File: src/rtl/button_event_decoder.sv
// ---------------------------------------------------------------------------
// button_event_decoder
//
// Purpose:
//    Turns a debounced button level into single-cycle UI event pulses
//    (press, release, long-press, auto-repeat) for the time/alarm-setting
//    control logic. Hold thresholds are counted in i_Tick strobes, so they
//    do not depend on the i_Clk frequency.
//
// Configuration:
//    BTN_AUTO_REPEAT_EN - when defined, o_Repeat pulses every REPEAT_TICKS
//                         while the button stays held after o_Long. When
//                         undefined, o_Repeat is tied low, the repeat
//                         counting is removed and the LONG state simply
//                         waits for release with the counter frozen.
//
// Parameters:
//    LONG_TICKS   - ticks the button must be held before o_Long (>=1)
//    REPEAT_TICKS - ticks between o_Repeat pulses after o_Long (>=1)
//    CNT_W        - tick counter width, 2**CNT_W > max(LONG_TICKS, REPEAT_TICKS)
//
// Ports:
//    i_Clk      - system clock, rising edge
//    i_Rst_n    - asynchronous active-low reset
//    i_Tick     - one-cycle timing strobe, synchronous to i_Clk
//    i_Button   - debounced button level (1 = pressed), may be asynchronous
//    o_Press    - one-cycle pulse on press
//    o_Release  - one-cycle pulse on release
//    o_Long     - one-cycle pulse when the hold reaches LONG_TICKS
//    o_Repeat   - one-cycle pulse every REPEAT_TICKS after o_Long
//    o_Held     - level, high while the FSM is not idle
// ---------------------------------------------------------------------------
module button_event_decoder #(
   parameter int LONG_TICKS   = 1000,
   parameter int REPEAT_TICKS = 200,
   parameter int CNT_W        = 12
) (
   input  logic i_Clk,
   input  logic i_Rst_n,
   input  logic i_Tick,
   input  logic i_Button,
   output logic o_Press,
   output logic o_Release,
   output logic o_Long,
   output logic o_Repeat,
   output logic o_Held
);

   localparam int MAX_TICKS = (LONG_TICKS > REPEAT_TICKS) ? LONG_TICKS : REPEAT_TICKS;
   localparam logic [CNT_W-1:0] LONG_LAST = CNT_W'(LONG_TICKS - 1);

   // Catch a counter too narrow to reach the larger threshold at elaboration.
   generate
      if ((2 ** CNT_W) <= MAX_TICKS) begin : g_cnt_w_too_small
         $error("button_event_decoder: CNT_W too small for the tick thresholds");
      end
   endgenerate

   typedef enum logic [1:0] {
      ST_IDLE    = 2'd0,
      ST_PRESSED = 2'd1,
      ST_LONG    = 2'd2
   } state_t;

   logic             s1_q;
   logic             s2_q;
   state_t           state_q, state_d;
   logic [CNT_W-1:0] cnt_q, cnt_d;
   logic             press_q, press_d;
   logic             release_q, release_d;
   logic             long_q, long_d;
   logic             held_q, held_d;
`ifdef BTN_AUTO_REPEAT_EN
   localparam logic [CNT_W-1:0] REPEAT_LAST = CNT_W'(REPEAT_TICKS - 1);
   logic             repeat_q, repeat_d;
`endif

   // Next-state and next-output logic. Release is tested before the tick
   // threshold in every held state, so a release coinciding with a
   // threshold tick yields only o_Release.
   always_comb begin
      state_d   = state_q;
      cnt_d     = cnt_q;
      press_d   = 1'b0;
      release_d = 1'b0;
      long_d    = 1'b0;
`ifdef BTN_AUTO_REPEAT_EN
      repeat_d  = 1'b0;
`endif
      case (state_q)
         ST_IDLE: begin
            // A tick in the press cycle is deliberately not counted.
            if (s2_q) begin
               state_d = ST_PRESSED;
               press_d = 1'b1;
               cnt_d   = '0;
            end
         end
         ST_PRESSED: begin
            if (!s2_q) begin
               state_d   = ST_IDLE;
               release_d = 1'b1;
               cnt_d     = '0;
            end else if (i_Tick) begin
               if (cnt_q == LONG_LAST) begin
                  state_d = ST_LONG;
                  long_d  = 1'b1;
                  cnt_d   = '0;
               end else begin
                  cnt_d = cnt_q + CNT_W'(1);
               end
            end
         end
         ST_LONG: begin
            if (!s2_q) begin
               state_d   = ST_IDLE;
               release_d = 1'b1;
               cnt_d     = '0;
            end
`ifdef BTN_AUTO_REPEAT_EN
            else if (i_Tick) begin
               if (cnt_q == REPEAT_LAST) begin
                  repeat_d = 1'b1;
                  cnt_d    = '0;
               end else begin
                  cnt_d = cnt_q + CNT_W'(1);
               end
            end
`endif
         end
         default: begin
            state_d = ST_IDLE;
            cnt_d   = '0;
         end
      endcase
      // Registered from the next state so o_Held moves with o_Press/o_Release.
      held_d = (state_d != ST_IDLE);
   end

   always_ff @(posedge i_Clk or negedge i_Rst_n) begin
      if (!i_Rst_n) begin
         s1_q      <= 1'b0;
         s2_q      <= 1'b0;
         state_q   <= ST_IDLE;
         cnt_q     <= '0;
         press_q   <= 1'b0;
         release_q <= 1'b0;
         long_q    <= 1'b0;
         held_q    <= 1'b0;
`ifdef BTN_AUTO_REPEAT_EN
         repeat_q  <= 1'b0;
`endif
      end else begin
         // Two-flop synchronizer; every decision uses s2_q.
         s1_q      <= i_Button;
         s2_q      <= s1_q;
         state_q   <= state_d;
         cnt_q     <= cnt_d;
         press_q   <= press_d;
         release_q <= release_d;
         long_q    <= long_d;
         held_q    <= held_d;
`ifdef BTN_AUTO_REPEAT_EN
         repeat_q  <= repeat_d;
`endif
      end
   end

   assign o_Press   = press_q;
   assign o_Release = release_q;
   assign o_Long    = long_q;
   assign o_Held    = held_q;
`ifdef BTN_AUTO_REPEAT_EN
   assign o_Repeat  = repeat_q;
`else
   assign o_Repeat  = 1'b0;
`endif

endmodule

File: config.mk
export PLATFORM = sky130hd
export DESIGN_NAME = button_event_decoder
export DESIGN_NICKNAME = d
export VERILOG_FILES = /design/src/rtl/button_event_decoder.sv
export SDC_FILE = /design/constraint.sdc
export NUM_CORES = 1
export LEC_CHECK = 0
export BUFFER_PORTS_ARGS = -buffer_cell sky130_fd_sc_hd__buf_2
export CAP_MARGIN = 10
export CORE_UTILIZATION = 25
export CTS_CLUSTER_DIAMETER = 60
export DETAILED_ROUTE_END_ITERATION = 10
export GPL_ROUTABILITY_DRIVEN = 0
export SYNTH_ARGS = -nofsm -noshare
export SYNTH_HDL_FRONTEND = slang
export SYNTH_SLANG_ARGS = --single-unit
File: constraint.sdc
create_clock -name i_Clk -period 1.9 [get_ports i_Clk]
set_input_delay 0.095 -clock i_Clk [delete_from_list [all_inputs] [get_ports i_Clk]]
set_output_delay 0.095 -clock i_Clk [all_outputs]
set_load 0.01 [all_outputs]
---- Word level (Yosys, flattened, before mapping) ----
Index checks and enable logic that the tools add are counted.
W data, S select, Z words.
operators by class
  $add $sub $neg .......................... 1
  multiply operators ...................... 0
  div/mod/pow operators ................... 0
  $lt $le $gt $ge ......................... 0
  eq/ne operators ......................... 6
  shifts and indexed selects .............. 0
  mux-type cells .......................... 20
  bitwise operators ....................... 0
  reduce and logical (&&, ||, !) cells .... 4
operators with widths
  kind                     count
  $mux W12                 5
  $pmux W12 S3             1
  $add A12 B1 Y12 const B  1
  $eq A12 B10 Y1 const B   1
  $mux W2                  5
  $mux W1                  8
  $pmux W2 S3              1
  $ne A2 B2 Y1 const B     2
  $ne A3 B3 Y1 const B     1
  $reduce_and A3 Y1        1
  $eq A2 B1 Y1 const B     1
  $eq A2 B2 Y1 const B     1
  $logic_not A2 Y1         1
  $reduce_bool A2 Y1       1
  $reduce_or A2 Y1         1
word-level totals
  register bits ........................... 20
  bits in latches ......................... 0
  memory bits (writable) .................. 0
  ROM bits ................................ 0
  word-level logic and storage cells ...... 39
  memories ................................ 0

---- Depth between registers and ports, before layout ----
  depth after elaboration ................. 6
  mapped depth ............................ 8
  gate-level depth less buffers ........... 6

---- Least setup slack after synthesis ----
No wires, ideal clock.
  path kind ............................... reg-to-reg
  start point ............................. register state_q[0]
  end point ............................... register cnt_q[7]
  arrival time ............................ 1751 ps
  setup slack ............................. 66 ps
  stages on the path, launching flop included .. 8
  path buffers ............................ 1
  path through ............................ dfrtp_1 > inv_1 > ha_1 > nand2b_4 > o22a_4 > buf_6 > or4_1 > o21ai_0
between the ends
  word-level cells in the longest chain between the ends .. 3
  elaborated cells between the ends (all ways) .. 8
  those cells by class .................... eq/ne (5); mux (1); reduce/logical (2)
ends and longest elaborated chain
  what                                                           line  source
  start, declared                                                67    state_t state_q, state_d;
  start signal, assigned                                         157   state_q <= state_d;
  $eq A2 B1 Y1, or another cell as far along                     90    case (state_q)
  $ne A3 B3 Y1 (no line) / $ne A2 B2 Y1 (equally long branches)  -
  $reduce_and A3 Y1 (no line)                                    -
  end signal, assigned                                           158   cnt_q <= cnt_d;
  end, declared                                                  68    logic [CNT_W-1:0] cnt_q, cnt_d;
Several ways; a longest one is shown, not always the timed one.
A chain may end at the register's enable or synchronous reset.

---- Final worst setup path ----
  start point ............................. register state_q[0]
  end point ............................... register cnt_q[8]
The elaborated chain is that of the path after synthesis.

==> summary.md <==
| Metric | Value |
|---|---|
| Internal power contribution | 0.0008833 W |
| Relative contribution of combinational cells to total power | 41.3% |
| Clock-pin transition on the worst setup and hold timing paths | 0.07 ns |
| Root cell of the clock tree | sky130_fd_sc_hd__clkbuf_8 |
| Cell type with the largest total area after synthesis | sky130_fd_sc_hd__dfrtp_1 |
| Leakage component of the power | 0.5828 nW |
| Max VDD drop | 0.0002331 V |
| Result of the run | completed |
| Overall die width | 67.95 um |
| Slowest CP cell | sky130_fd_sc_hd__or4_4 |
| Reg power frac | 38.3% |
| Top-Level Pins | 9 |
| CTS H-Tree Depth | 1 |
| Number of global-route vias before repair | 970 |
| Clock latency on the worst-skew pair | 0.26 ns |
| Total core area | 0.004086 sq mm |
| Startpoint Class | flip-flop |
| F_max | 548.9 MHz |
| TritonCTS clock tree | yes |
| Number of iterations in the first detailed-routing pass | 4 |
| Initial antenna violation count | 0 |
| Post-Synthesis Cell Area | 0.001087 sq mm |
| Critical path buffers and inverters | 1 |
| Initial Util | 26.61% |
| Layout cell share with drive strength beyond 1 | 25.00% |
| Largest net degree at the start of global routing | 21 |
| Worst-case setup slack after placement | -0.04179 ns |
| Design Power | 0.001335 W |
| Number of synthesized register bits | 20 |
| Min setup slack post-route | 0.07807 ns |
| Iteration-0 DRC count of the detailed router | 68 |
| Maximum clock insertion buffer count | 2 |
| Net count of the mapped netlist | 119 |
| Path category of the worst min-delay check | primary input to flip-flop |
| Final-report setup violation count | 0 |
| Number of buffer cells added on primary ports | 7 |
| Worst-path cell chain | buf_4, ha_1, nor2b_4, o22a_4, or4_4, a21oi_2 |
| Proportion of netlist area held by the largest area contributor | 46.03% |
| Data required time at the worst endpoint | 2.09 ns |
| Switching power total | 0.0004521 W |
| Part of the power in the clock network | 20.4% |
| Hold Fails Final Rpt | 0 |
| Per-cell routed wire length | 13.28 um |
| Average footprint of a synthesized cell | 9.884 sq um |
| Worst path arrival time | 2.01 ns |
| Max Transition Viols Final | 0 |
| Max-cap violations | 0 |
| Die Y | 67.95 um |
| Layout fillers | 427 |
| Post-route clock skew | 0.003640 ns |
| Number of instances in the synthesized netlist | 110 |
| Fraction of power spent switching nets | 33.85% |
| Library cells used by synthesis | 34 |
| Highest fanout seen on the critical path | 5 |
| Sequential share of the synthesized area | 46.03% |
| Total gr overflow | 0 |
| Std cell rows | 23 |
| # nets final | 143 |
| Synthesis-to-layout area growth | 24.28% |
| DRC violations left | 0 |
| Post-route antenna net violation count | 0 |
| Diode insertion count for antenna repair | 0 |
| Post-DP HPWL | 1.681 mm |
| Crit share post-route | 95.89% |
| Synth Warn # | 0 |
| Largest stage delay on the critical path | 0.51 ns |
| Global-route wire length before repair | 4.236 mm |
| Total wire length | 2.417 mm |
| PwrDens | 988.2 mW/mm^2 |
| Critical path type | flip-flop to flip-flop |
| Leading cell types in the layout, fill and taps excluded | sky130_fd_sc_hd__dfrtp_1, sky130_fd_sc_hd__buf_4, sky130_fd_sc_hd__a21oi_1 |
| Worst Setup End Kind | flip-flop |
| Most frequent standard cell in the layout excluding fill and tap cells | sky130_fd_sc_hd__dfrtp_1 |
| Minimum clock period | 1.822 ns |
| Clock buffers created by TritonCTS | 3 |
| Cell type group with the largest total delay on the critical path | simple AND/OR/NAND/NOR gates |
| Leading post-synthesis cells by cell area | sky130_fd_sc_hd__dfrtp_1, sky130_fd_sc_hd__ha_1, sky130_fd_sc_hd__o31ai_1, sky130_fd_sc_hd__a21oi_1, sky130_fd_sc_hd__or4_1 |
| Area of the die | 0.004617 sq mm |
| Routed vias | 946 |
| GR Util All Layers | 11.99% |
| Clock sink count | 20 |
| Via count normalized by instance count | 5.198 |
[cell type report]
| cell class | instances | area, sq um | area share [%] |
|---|---|---|---|
| flip-flops and latches | 20 | 500.5 | 37.04 |
| repair buffers | 21 | 145.1 | 10.74 |
| multi-input cells | 84 | 586.8 | 43.43 |
| well taps | 50 | 62.56 | 4.630 |
| inverters | 4 | 15.01 | 1.111 |
| clock buffers | 3 | 41.29 | 3.056 |
[metrics by stage]
step                      util [%]  hold slack (ns)  setup TNS (ns)  instances  instance area, sq um
after floorplan                  -          -0.2006               0        110                  1087
after global placement       29.98          0.05738               0        173                  1225
after detailed placement     29.98          0.06963         -0.1316        173                  1225
after CTS                    32.33           0.2204               0        182                  1321
after global routing         33.07           0.2572      -0.0005609        182                  1351
final                        33.07           0.2523               0        182                  1351
[worst paths after layout]
path	from	endpoint	slack (ns)	cells past startpoint
min reg2reg	s1_q	s2_q	0.35	0
max	state_q[0]	cnt_q[8]	0.08	6
max in group asynchronous	i_Rst_n	s1_q	1.29	2
min in group asynchronous	i_Rst_n	cnt_q[6]	0.30	2
min	i_Tick	o_Long	0.25	4
max reg2reg	state_q[0]	cnt_q[8]	0.08	6
[Yosys cell counts, drive strengths merged]
| cell type | instances |
|---|---|
| dfrtp | 20 |
| a21oi | 10 |
| nand2 | 8 |
| o21ai | 7 |
| o31ai | 7 |
| nor2 | 6 |
| or4 | 6 |
| ha | 5 |
| nand3 | 5 |
| nand4 | 5 |
| buf | 4 |
| inv | 4 |
| nand2b | 3 |
| and4 | 2 |
| nor3 | 2 |
| a211oi | 1 |
| a21o | 1 |
| a221oi | 1 |
| a22o | 1 |
| a31oi | 1 |
| and2 | 1 |
| and2b | 1 |
| and3 | 1 |
| and4b | 1 |
| conb | 1 |
| nor2b | 1 |
| o21a | 1 |
| o221ai | 1 |
| o22a | 1 |
| or3 | 1 |
| or4b | 1 |
[cell families after synthesis]
family	Yosys count	synth area share, %
AND/OR/NAND/NOR	44	23.94
AO/OA/AOI/OAI	32	19.33
flip-flops	20	46.03
buffers and inverters	8	4.602
adder cells (fa/ha/maj)	5	5.754
other	1	0.3449
[state kept, by name, indices dropped and copies added (netlist names)]
name / count
cnt_q: 12
state_q: 2
o_Held: 1
s1_q: 1
o_Release: 1
o_Press: 1
o_Long: 1
s2_q: 1
[worst min-delay path: stages]
cell	delay, ns
sky130_fd_sc_hd__buf_2	0.12
sky130_fd_sc_hd__nand4_1	0.09
sky130_fd_sc_hd__buf_4	0.12
sky130_fd_sc_hd__nor2_1	0.04
[power by group through the flow]
stage | Sequential, W | Clock [W] | Combinational [W]
2_1_floorplan | 0.000541 | 0 | 0.000259
3_3_place_gp | 0.000522 | 0 | 0.000452
3_5_place_dp | 0.000527 | 0 | 0.000460
4_1_cts | 0.000512 | 0.000285 | 0.000534
5_1_grt | 0.000523 | 0.000306 | 0.000614
6_report | 0.000512 | 0.000273 | 0.000551
[repair_timing]
item	4_1_cts	5_1_grt
hold endpoints to repair	21	0
gates cloned	2	0
hold buffers	2	0
setup endpoints to repair	6	10
buffers inserted	2	0
gates resized for setup	0	9
pin swaps	1	3
[metal layers]
metal | up-vias | GRT usage, % | wire [um]
met5 | - | 0 | 0
met4 | 0 | 4.948 | 19
met3 | 3 | 3.333 | 80
met2 | 16 | 19.36 | 1129
met1 | 459 | 14.83 | 1187
li1 | 468 | - | -
Power figures use the tool's default switching activity.
